--- src/rtl/gpio_pad_ctrl.sv ---
// gpio_pad_ctrl: core-side controller for one bank of tri-state IO pads.
// Holds the OUT/OE pad drive registers. Also brings the asynchronous pad
// inputs through a synchroniser and an optional debounce filter. Filtered
// edges latch pending interrupt bits, which are cleared by writing 1.
module gpio_pad_ctrl #(
    parameter int NPIN = 8,
    parameter int DBW  = 16
) (
    input  logic            clk_i,
    input  logic            rst_n_i,
    input  logic            wr_en_i,
    input  logic            rd_en_i,
    input  logic [2:0]      addr_i,
    input  logic [31:0]     wdata_i,
    output logic [31:0]     rdata_o,
    output logic [NPIN-1:0] gpio_out_o,
    output logic [NPIN-1:0] gpio_oe_o,
    input  logic [NPIN-1:0] gpio_in_i,
    output logic            irq_o
);

    localparam logic [DBW-1:0] CNT_ZERO = {DBW{1'b0}};
    localparam logic [DBW-1:0] CNT_ONE  = {{(DBW-1){1'b0}}, 1'b1};

    logic [NPIN-1:0]      out_r;
    logic [NPIN-1:0]      oe_r;
    logic [NPIN-1:0]      rise_en_r;
    logic [NPIN-1:0]      fall_en_r;
    logic [NPIN-1:0]      pend_r;
    logic [DBW-1:0]       db_div_r;
    logic [DBW-1:0]       cnt_r;
    logic [NPIN-1:0]      sync1_r;
    logic [NPIN-1:0]      sync2_r;
    logic [NPIN-1:0][2:0] hist_r;
    logic [NPIN-1:0]      filt_r;
    logic [NPIN-1:0]      filt_d_r;
    logic [31:0]          rdata_r;

    logic [NPIN-1:0]      wdata_pin_s;
    logic                 db_wr_s;
    logic                 bypass_s;
    logic                 tick_s;
    logic [NPIN-1:0]      filt_nxt_s;
    logic [NPIN-1:0]      edge_s;
    logic [NPIN-1:0]      clr_s;
    logic [31:0]          rd_mux_s;
    logic                 unused_wdata_s;

    assign wdata_pin_s    = wdata_i[NPIN-1:0];
    assign unused_wdata_s = ^wdata_i;
    assign db_wr_s        = wr_en_i && (addr_i == 3'd6);
    assign bypass_s       = (db_div_r == CNT_ZERO);
    // In bypass every cycle is a tick. The history then tracks the pin, so
    // enabling debounce later starts from a consistent history.
    assign tick_s         = bypass_s || (cnt_r == db_div_r);
    assign edge_s         = (filt_r & ~filt_d_r & rise_en_r) |
                            (~filt_r & filt_d_r & fall_en_r);
    assign clr_s          = (wr_en_i && (addr_i == 3'd5)) ? wdata_pin_s : {NPIN{1'b0}};

    assign gpio_out_o = out_r;
    assign gpio_oe_o  = oe_r;
    assign rdata_o    = rdata_r;
    assign irq_o      = |pend_r;

    // Plain read/write control registers, loaded on the write strobe.
    always_ff @(posedge clk_i or negedge rst_n_i) begin
        if (!rst_n_i) begin
            out_r     <= {NPIN{1'b0}};
            oe_r      <= {NPIN{1'b0}};
            rise_en_r <= {NPIN{1'b0}};
            fall_en_r <= {NPIN{1'b0}};
            db_div_r  <= CNT_ZERO;
        end else if (wr_en_i) begin
            case (addr_i)
                3'd0:    out_r     <= wdata_pin_s;
                3'd1:    oe_r      <= wdata_pin_s;
                3'd3:    rise_en_r <= wdata_pin_s;
                3'd4:    fall_en_r <= wdata_pin_s;
                3'd6:    db_div_r  <= wdata_i[DBW-1:0];
                default: ;
            endcase
        end
    end

    // Pending bits: a new edge wins over a same-cycle write-1-to-clear.
    always_ff @(posedge clk_i or negedge rst_n_i) begin
        if (!rst_n_i) begin
            pend_r <= {NPIN{1'b0}};
        end else begin
            pend_r <= (pend_r & ~clr_s) | edge_s;
        end
    end

    // Shared debounce prescaler counting 0..DB_DIV; restarts on a DB_DIV write.
    always_ff @(posedge clk_i or negedge rst_n_i) begin
        if (!rst_n_i) begin
            cnt_r <= CNT_ZERO;
        end else if (db_wr_s || tick_s) begin
            cnt_r <= CNT_ZERO;
        end else begin
            cnt_r <= cnt_r + CNT_ONE;
        end
    end

    // Input path: two-flop synchroniser, sample history, filter and delayed copy.
    always_ff @(posedge clk_i or negedge rst_n_i) begin
        if (!rst_n_i) begin
            sync1_r  <= {NPIN{1'b0}};
            sync2_r  <= {NPIN{1'b0}};
            hist_r   <= {NPIN{3'b000}};
            filt_r   <= {NPIN{1'b0}};
            filt_d_r <= {NPIN{1'b0}};
        end else begin
            sync1_r  <= gpio_in_i;
            sync2_r  <= sync1_r;
            filt_r   <= filt_nxt_s;
            filt_d_r <= filt_r;
            if (tick_s) begin
                for (int i = 0; i < NPIN; i++) begin
                    hist_r[i] <= {hist_r[i][1:0], sync2_r[i]};
                end
            end else begin
                hist_r <= hist_r;
            end
        end
    end

    // Filter decision: follow the synchroniser in bypass, else require a stable history.
    always_comb begin
        filt_nxt_s = filt_r;
        for (int i = 0; i < NPIN; i++) begin
            if (bypass_s) begin
                filt_nxt_s[i] = sync2_r[i];
            end else if (hist_r[i] == 3'b111) begin
                filt_nxt_s[i] = 1'b1;
            end else if (hist_r[i] == 3'b000) begin
                filt_nxt_s[i] = 1'b0;
            end else begin
                filt_nxt_s[i] = filt_r[i];
            end
        end
    end

    // Read data selection, zero-extended to the bus width.
    always_comb begin
        rd_mux_s = 32'd0;
        case (addr_i)
            3'd0:    rd_mux_s[NPIN-1:0] = out_r;
            3'd1:    rd_mux_s[NPIN-1:0] = oe_r;
            3'd2:    rd_mux_s[NPIN-1:0] = filt_r;
            3'd3:    rd_mux_s[NPIN-1:0] = rise_en_r;
            3'd4:    rd_mux_s[NPIN-1:0] = fall_en_r;
            3'd5:    rd_mux_s[NPIN-1:0] = pend_r;
            3'd6:    rd_mux_s[DBW-1:0]  = db_div_r;
            default: rd_mux_s = 32'd0;
        endcase
    end

    // Registered read data, held until the next read strobe.
    always_ff @(posedge clk_i or negedge rst_n_i) begin
        if (!rst_n_i) begin
            rdata_r <= 32'd0;
        end else if (rd_en_i) begin
            rdata_r <= rd_mux_s;
        end else begin
            rdata_r <= rdata_r;
        end
    end

endmodule

--- config.mk ---
export PLATFORM = sky130hd
export DESIGN_NAME = gpio_pad_ctrl
export DESIGN_NICKNAME = d
export VERILOG_FILES = /design/src/rtl/gpio_pad_ctrl.sv
export SDC_FILE = /design/constraint.sdc
export NUM_CORES = 1
export LEC_CHECK = 0
export CELL_PAD_IN_SITES_DETAIL_PLACEMENT = 1
export CELL_PAD_IN_SITES_GLOBAL_PLACEMENT = 2
export CORE_MARGIN = 2
export CORE_UTILIZATION = 39
export DETAILED_ROUTE_END_ITERATION = 12
export DONT_BUFFER_PORTS = 1
export PLACE_DENSITY_LB_ADDON = 0.12
export SETUP_SLACK_MARGIN = 0.15
export SLEW_MARGIN = 20
export SYNTH_ARGS = -nofsm -noshare
export SYNTH_HDL_FRONTEND = slang
export SYNTH_SLANG_ARGS = --single-unit
--- constraint.sdc ---
create_clock -name clk_i -period 1.7 [get_ports clk_i]
set_clock_uncertainty 0.15 [all_clocks]
set_input_delay 0.085 -clock clk_i [delete_from_list [all_inputs] [get_ports clk_i]]
set_output_delay 0.085 -clock clk_i [all_outputs]
set_load 0.02 [all_outputs]
# Yosys cells after proc, flatten, opt, wreduce, memory -nomap -nowiden
# Index checks and enable logic that the tools add are counted.
# op_classes
add_sub_neg,1
eq_ne,15
mux,28
bitwise_logic,10
reduce_logical,28
# ops
cell,count
$pmux W8 S7,1
$and A8 B8 Y8,5
$eq A3 B3 Y1 const B,11
$logic_not A3 Y1,9
$mux W1,24
$not A8 Y8,3
$reduce_bool A3 Y1,8
$add A16 B1 Y16 const B,1
$eq A16 B16 Y1,1
$logic_not A16 Y1,1
$mux W16,1
$mux W8,2
$or A8 B8 Y8,2
$reduce_and A2 Y1,5
$reduce_or A8 Y1,1
$eq A3 B2 Y1 const B,2
$eq A3 B1 Y1 const B,1
$logic_and A1 B1 Y1,2
$logic_or A1 B1 Y1,2
# totals
reg_bits,144
input_bits,47
out_inout_bits,49
elab_cells,109

# Longest topological paths before layout
# Gate-level depths: netlist (run 1).
# depth
word_depth,6
depth_mapped,8

# Worst setup path after synthesis (run 1)
# Ideal clock, no wire load.
# synth_path
path_kind,flip-flop to flip-flop
startpoint,reg db_div_r[11]
endpoint,reg hist_r[0] in the netlist's numbering
t_arrival_ns,1.605
required_time_ns,1.425
slack_ns,-0.181
stages_incl_launch_ff,6
n_path_buf,1
path_cell_list,dfrtp_1 -> nor4_2 -> nand4_4 -> nand2_4 -> buf_12 -> mux2_4
# synth_via
elab_chain_cells,2
elab_cells_between_ends,3
# synth_rtl
element,line_no,rtl
start: declaration,30,logic [DBW-1:0] db_div_r;
start signal: assignment,79,3'd6: db_div_r <= wdata_i[DBW-1:0];
$eq A16 B16 Y1 or $logic_not A16 Y1 (tied branches),"55, 52",
$logic_or A1 B1 Y1 (*),55,assign tick_s = bypass_s || (cnt_r == db_div_r);
end signal: assignment,110,hist_r <= {NPIN{3'b000}};
end signal: indexed assignment,120,"hist_r[i] <= {hist_r[i][1:0], sync2_r[i]};"
end signal: assignment,123,hist_r <= hist_r;
end: declaration,34,logic [NPIN-1:0][2:0] hist_r;
# Every way passes the cells marked *; elsewhere a longest branch is shown, timed or not.
# A chain may end at the register's enable or synchronous reset.

# Worst setup path after layout (run 1)
# layout_path
startpoint,reg db_div_r[0]
endpoint,reg hist_r[1] in the netlist's numbering
# Same word-level chain as after synthesis.

==> metrics, run 1 <==
number of synthesized register bits 144; DR WL met3 663 um; fmax 459 MHz; area of the die 17600 um^2; number of port buffers 0; critical path launch point type register; Max rail drop VDD 0.816 mV; initial antenna violation count 0; Skew-Pair Late Insertion Delay 420 ps; Max-cap violations 0; pwr dens 1340 nW/um^2; final worst slack -478 ps; Synth Flop Type dfrtp_1; GP Congestion 0.764; Worst Path Arrival 2340 ps; total power 11300 uW; Netlist Area Pre-Place 6450 um^2; CORE AREA 16300 um^2; FFs w/ async S/R, synth 100%; Worst path max stage delay 410 ps; final antenna diode count 0; final hold vios 144; max-slew violations 0; sequential area share after synthesis 55.9%; drt drc 0; critical path's slowest cell dfrtp_1; Setup WS pre-CTS -607 ps; P_leak 0.00373 uW; Clock Tree Root clkbuf_16; Die W 133 um; fin crit share 128%; RSZ-0062 raised after global routing true; CTS tree yes; relative slew slack 59.1%; row count 47; worst-path cell chain xor2_2 > nor4_4 > nand4_1 > nand2_4 > clkbuf_16 > mux2_4; clock sinks 144; Slew @ Worst Pin 613 ps; effective utilization at floorplan 39.5%; TritonRoute pass-1 iters 4; clock buffer depth 2; initial drt markers 154; post-route setup TNS -17250 ps; post-synthesis cell count 512; final core occ 51.5%; max layer used met4; final WL 16.3 mm; overall routing resource usage 19.4%; Hold Slack -794 ps; share of cells above drive strength 1 38.6%; status finished with violations; CP Data Required Time 1860 ps; DR WL met2 7.94 mm; WL per Instance 19.0 um; most numerous cell in the Yosys netlist dfrtp_1; CTS buffer count 17; area share of the largest cell type after synthesis 55.9%; EDFF count, synth 0; fin nets 675; vias in the first global route 4662; number of distinct library cells after synthesis 39; synth top area cells dfrtp_1 56%, mux2_2 11%, mux2_4 4.7%, xor2_1 3.4%, nand2_1 2.8%; vias 4275; GRT overflow 0; worst hold path class input port to async pin; Area Overhead vs Synth 30.6%; # IOs 96; first-pass GRT wire length 26.0 mm; crit path kind register to register; most frequent cells after synthesis 144 x dfrtp_1, 62 x mux2_2, 48 x nand2_1; failing checks negative hold slack, negative setup slack; WL met1 7.48 mm; post-DP HPWL 10.8 mm; Finish-stage setup viols 48; Synth area leader dfrtp_1; Tmin final 2180 ps; clock slew at the register clock pins of the worst setup and hold paths 60 ps; Die Y 133 um; Setup crit end kind register; Synth Area per Inst 12.6 um^2; crit-path max FO 8; vias per cell 4.97; yosys warns 0; Filler cells 1698; Post-DRT Antenna Nets 0; CTS H-tree depth 4; pin count of the biggest net entering global routing 145
cells in the final DEF, fill, tap and decap left out, drive strengths merged, types with 2 or more instances in the layout:
master         n
nor2b          2
conb          16
o22ai          8
dlygate4sd3   28
mux4           7
nor3           3
mux2i          8
nand4b         2
a21oi         18
mux2          82
nand2b         2
xor2          25
and3           3
clkinvlp       2
nand3          9
inv           28
o211ai        14
o21ai         23
and4           3
nand2         49
nor2          20
nor4          10
nand3b         9
buf           80
dfrtp        144
clkinv         4
nand4          4
bufinv         2
xnor2          5
clkbuf        26
worst paths after layout:
check                                   startpoint                        to  slack [ps]  cells past startpoint
setup / recovery           db_div_r[0]$_DFFE_PN0P_     hist_r[1]$_DFFE_PN0P_        -480                      6
hold / removal                             rst_n_i       cnt_r[13]$_DFF_PN0_        -790                      0
setup reg to reg           db_div_r[0]$_DFFE_PN0P_     hist_r[1]$_DFFE_PN0P_        -480                      6
hold reg to reg               sync1_r[2]$_DFF_PN0_      sync2_r[2]$_DFF_PN0_         200                      0
max in group asynchronous                  rst_n_i  gpio_oe_o[4]$_DFFE_PN0P_        1950                      0
min in group clk_i                       addr_i[2]    rdata_o[6]$_DFFE_PN0P_          20                      4
critical path: cells and delay by family (launching register included):
family                 cells  cell delay [ps]
AND/OR/NAND/NOR            3              840
flip-flops                 1              410
buffers and inverters      1              180
multiplexers               1              290
XOR/XNOR                   1              200
area by class of cell:
| type | instances | area [um^2] | share of cell area (%) |
|---|---|---|---|
| well taps | 220 | 275 | 3.27 |
| inverters | 25 | 93.8 | 1.11 |
| clock inverters | 11 | 129 | 1.53 |
| multi-input cells | 325 | 2850 | 33.9 |
| repair buffers | 114 | 1010 | 11.9 |
| flip-flops and latches | 144 | 3610 | 42.8 |
| clock buffers | 21 | 460 | 5.47 |
through the flow:
stage / instance area (um^2) / hold slack (ps) / std cells
after global routing: 8420 / -818 / 860
final: 8420 / -794 / 860
after detailed placement: 7110 / -357 / 784
after CTS: 8120 / -810 / 853
after floorplan: 6520 / -361 / 527
after global placement: 7110 / -357 / 784
routing by layer:
metal	up-vias	global-route usage, %
met5	-	0
met4	0	6.15
met3	20	4.79
met2	83	30.6
met1	2175	26.4
li1	1997	-
power by group:
group / total, uW / switching (uW) / leakage, uW / internal, uW
Clock: 3720 / 1470 / 0.000284 / 2250
Sequential: 4940 / 757 / 0.00182 / 4180
Combinational: 2610 / 1120 / 0.00163 / 1480
kinds of logic after synthesis:
group | after synthesis | share of synthesized area (%)
xor gates and xnor gates | 30 | 4.07
AOI/OAI and AO/OA | 64 | 5.70
other | 1 | 0.0581
buffers and inverters | 58 | 5.14
DFF | 144 | 55.9
and+or+nand+nor | 117 | 9.80
muxes | 97 | 19.2
adders and majority gates | 1 | 0.194
flip-flops by register name (all words and copies together), names as in the netlist:
name        cells
sync1_r         8
rise_en_r       8
pend_r          8
db_div_r       16
rdata_o        16
filt_d_r        8
cnt_r          16
hist_r         24
sync2_r         8
gpio_out_o      8
gpio_oe_o       8
fall_en_r       8
filt_r          8
repair_timing:
action | 4_1_cts | 5_1_grt
buffers inserted | 8 | 2
resized for setup | 15 | 64
gates cloned | 0 | 2
setup endpoints to repair | 52 | 105
hold buffers | 29 | 3
pin swaps | 4 | 20
hold endpoints to repair | 224 | 146
No activity file was read; power rests on OpenSTA's default activity.
==> inputs of run 2 (changes only) <==
--- a/config.mk
+++ b/config.mk
@@ -11,7 +11,7 @@
 export CORE_UTILIZATION = 39
 export DETAILED_ROUTE_END_ITERATION = 12
 export DONT_BUFFER_PORTS = 1
-export PLACE_DENSITY_LB_ADDON = 0.12
+export PLACE_DENSITY = 0.8
 export SETUP_SLACK_MARGIN = 0.15
 export SLEW_MARGIN = 20
 export SYNTH_ARGS = -nofsm -noshare
==> run 2 against run 1 <==
The flow still finishes with violations (negative hold slack, negative setup slack). Register-to-register slack better by 80 ps. Sequential power hardly changed. Sequential share of layout area is 1.0 points higher. Critical path type unchanged. Highest routed layer unchanged.
==> metrics, run 2 (synthesis results as in run 1) <==
Non-Filler Instances 852 (-0.93%); register with the most flip-flops hist_r; clock slew at the register clock pins of the worst setup and hold paths 60 ps (about the same); vias in the first global route 4912 (+5.4%); fin crit share 123% (-4.7 points); Area Overhead vs Synth 27.5%; status finished with violations; final core occ 50.3% (-1.2 points); critical path launch point type register; fmax 477 MHz (+3.8%); Finish-stage setup viols 50 (+4.2%); CP startpoint cnt_r[10]$_DFF_PN0_; area of the die 17600 um^2 (unchanged); GP Congestion 0.816 (+6.8%); final worst slack -399 ps (+79.8 ps); placed cell areas 7120 um^2 (+0.11%); Filler cells 1737 (+2.3%); CP Data Required Time 1860 ps (about the same); CTS tree yes; drt drc 0 (unchanged); GRT overflow 0 (unchanged); commonest non-fill, non-tap cell in the layout dfrtp_1; Skew-Pair Late Insertion Delay 430 ps (about the same); pwr dens 1370 nW/um^2 (+2.5%); Post-DRT Antenna Nets 0 (unchanged); RR Startpoint cnt_r[10]$_DFF_PN0_; effective utilization at floorplan 39.5% (unchanged); initial drt markers 236 (+53%); CTS buffer count 17 (unchanged); Clock Tree Root clkbuf_16; share of cells above drive strength 1 34.7% (-3.9 points); crit-path max FO 7 (-1); overall routing resource usage 20.5% (+1.1 points); initial antenna violation count 0 (unchanged); Die Y 133 um (unchanged); TritonRoute pass-1 iters 4 (unchanged); Die W 133 um (unchanged); first-pass GRT wire length 27.6 mm (+6.1%); Slew @ Worst Pin 1020 ps (+405 ps); number of port buffers 0 (unchanged); # IOs 96 (unchanged); most frequent cells in the layout 144 x dfrtp_1, 69 x buf_4, 57 x mux2_2; clock sinks 144 (unchanged); CORE AREA 16300 um^2 (unchanged); Max-cap violations 0 (unchanged); final WL 17.2 mm (+5.2%); clock buffer depth 2 (unchanged); CTS H-tree depth 4 (unchanged); relative slew slack 32.0% (-27 points); final antenna diode count 0 (unchanged); vias per cell 5.11 (+2.7%); max FFs per register 24 (unchanged); row count 47 (unchanged); WL per Instance 20.2 um (+6.2%); Worst R2R End hist_r[2]$_DFFE_PN0P_; final instance area 8220 um^2 (-2.4%); max-slew violations 0 (unchanged); crit path kind register to register; failing checks negative hold slack, negative setup slack; vias 4350 (+1.8%); pin count of the biggest net entering global routing 145 (unchanged); worst hold path class input port to async pin; Max rail drop VDD 0.814 mV (-0.33%); flop-to-flop setup slack -400 ps (+80 ps); RSZ-0062 raised after global routing true; post-DP HPWL 11.3 mm (+4.6%); Setup crit end kind register; P_leak 0.00371 uW (-0.67%); Tmin final 2100 ps (-79.8 ps); placed cells 785 (+0.13%); Worst Path Arrival 2260 ps (-80 ps); Hold Slack -795 ps (-1.89 ps); final hold vios 153 (+6.3%); length in cells of the worst reg-to-reg path 7 (+1); fin nets 667 (-1.2%)
[run 2: cell count changes in the layout (fill, tap and decap cells not counted), sizes merged]
cell,delta
buf,-5
bufinv,+1
clkbuf,-6
clkinv,+1
clkinvlp,+2
dlymetal6s2s,+1
inv,-2
[run 2: metal layers]
layer,track usage [%],vias to the layer above,wire [um]
met2,35.5,96,8880
li1,-,1972,-
met5,0,-,0
met1,24.4,2251,7240
met3,5.17,31,669
met4,8.36,0,402
[run 2: layout make-up]
type	count	area (um^2)	area share, %
multi-input cells	325	2710	33.0
clock inverters	13	161	1.96
well taps	220	275	3.35
clock buffers	19	443	5.39
flip-flops and latches	144	3600	43.8
repair buffers	106	933	11.4
inverters	25	93.8	1.14
[run 2: power by group]
part / switching (uW) / internal (uW) / total [uW] / leakage (uW)
logic: 1100 / 1380 / 2480 / 0.00160
clock network: 1500 / 2340 / 3840 / 0.000285
registers: 775 / 4180 / 4950 / 0.00182
[run 2: what timing repair did]
item | CTS | global route
resized for setup | 20 | 18
gates cloned | 1 | 0
hold endpoints to repair | 224 | 154
pin swaps | 5 | 3
hold buffers | 29 | 2
setup buffers | 1 | 2
endpoints found under the setup margin | 51 | 105
[run 2: worst max path at each step]
| stage | to | slack [ps] | cells after the start |
|---|---|---|---|
| floorplan | hist_r[0]$_DFFE_PN0P_ | -180 | 5 |
| global placement | hist_r[14]$_DFFE_PN0P_ | -420 | 7 |
| detailed placement | hist_r[20]$_DFFE_PN0P_ | -460 | 7 |
| CTS | hist_r[2]$_DFFE_PN0P_ | -420 | 7 |
| global route | hist_r[2]$_DFFE_PN0P_ | -500 | 7 |
| finish | hist_r[2]$_DFFE_PN0P_ | -400 | 7 |
[run 2: worst max-delay path, stage by stage (launching register included)]
cell	delay [ps]
dfrtp_1	410
xor2_2	200
nor4_4	310
nand4_1	190
buf_6	190
nand2_8	90
buf_12	140
mux2_4	300
[run 2: per-stage QoR]
stage | TNS (ps) | setup WS [ps] | hold slack (ps) | power, uW
6_report | -16390 | -399 | -795 | 11300
4_1_cts | -24870 | -425 | -813 | 11300
2_1_floorplan | -4010 | -176 | -361 | 6240
5_1_grt | -21440 | -498 | -814 | 11800
3_5_place_dp | -16580 | -459 | -356 | 7110
3_3_place_gp | -14740 | -419 | -355 | 6950
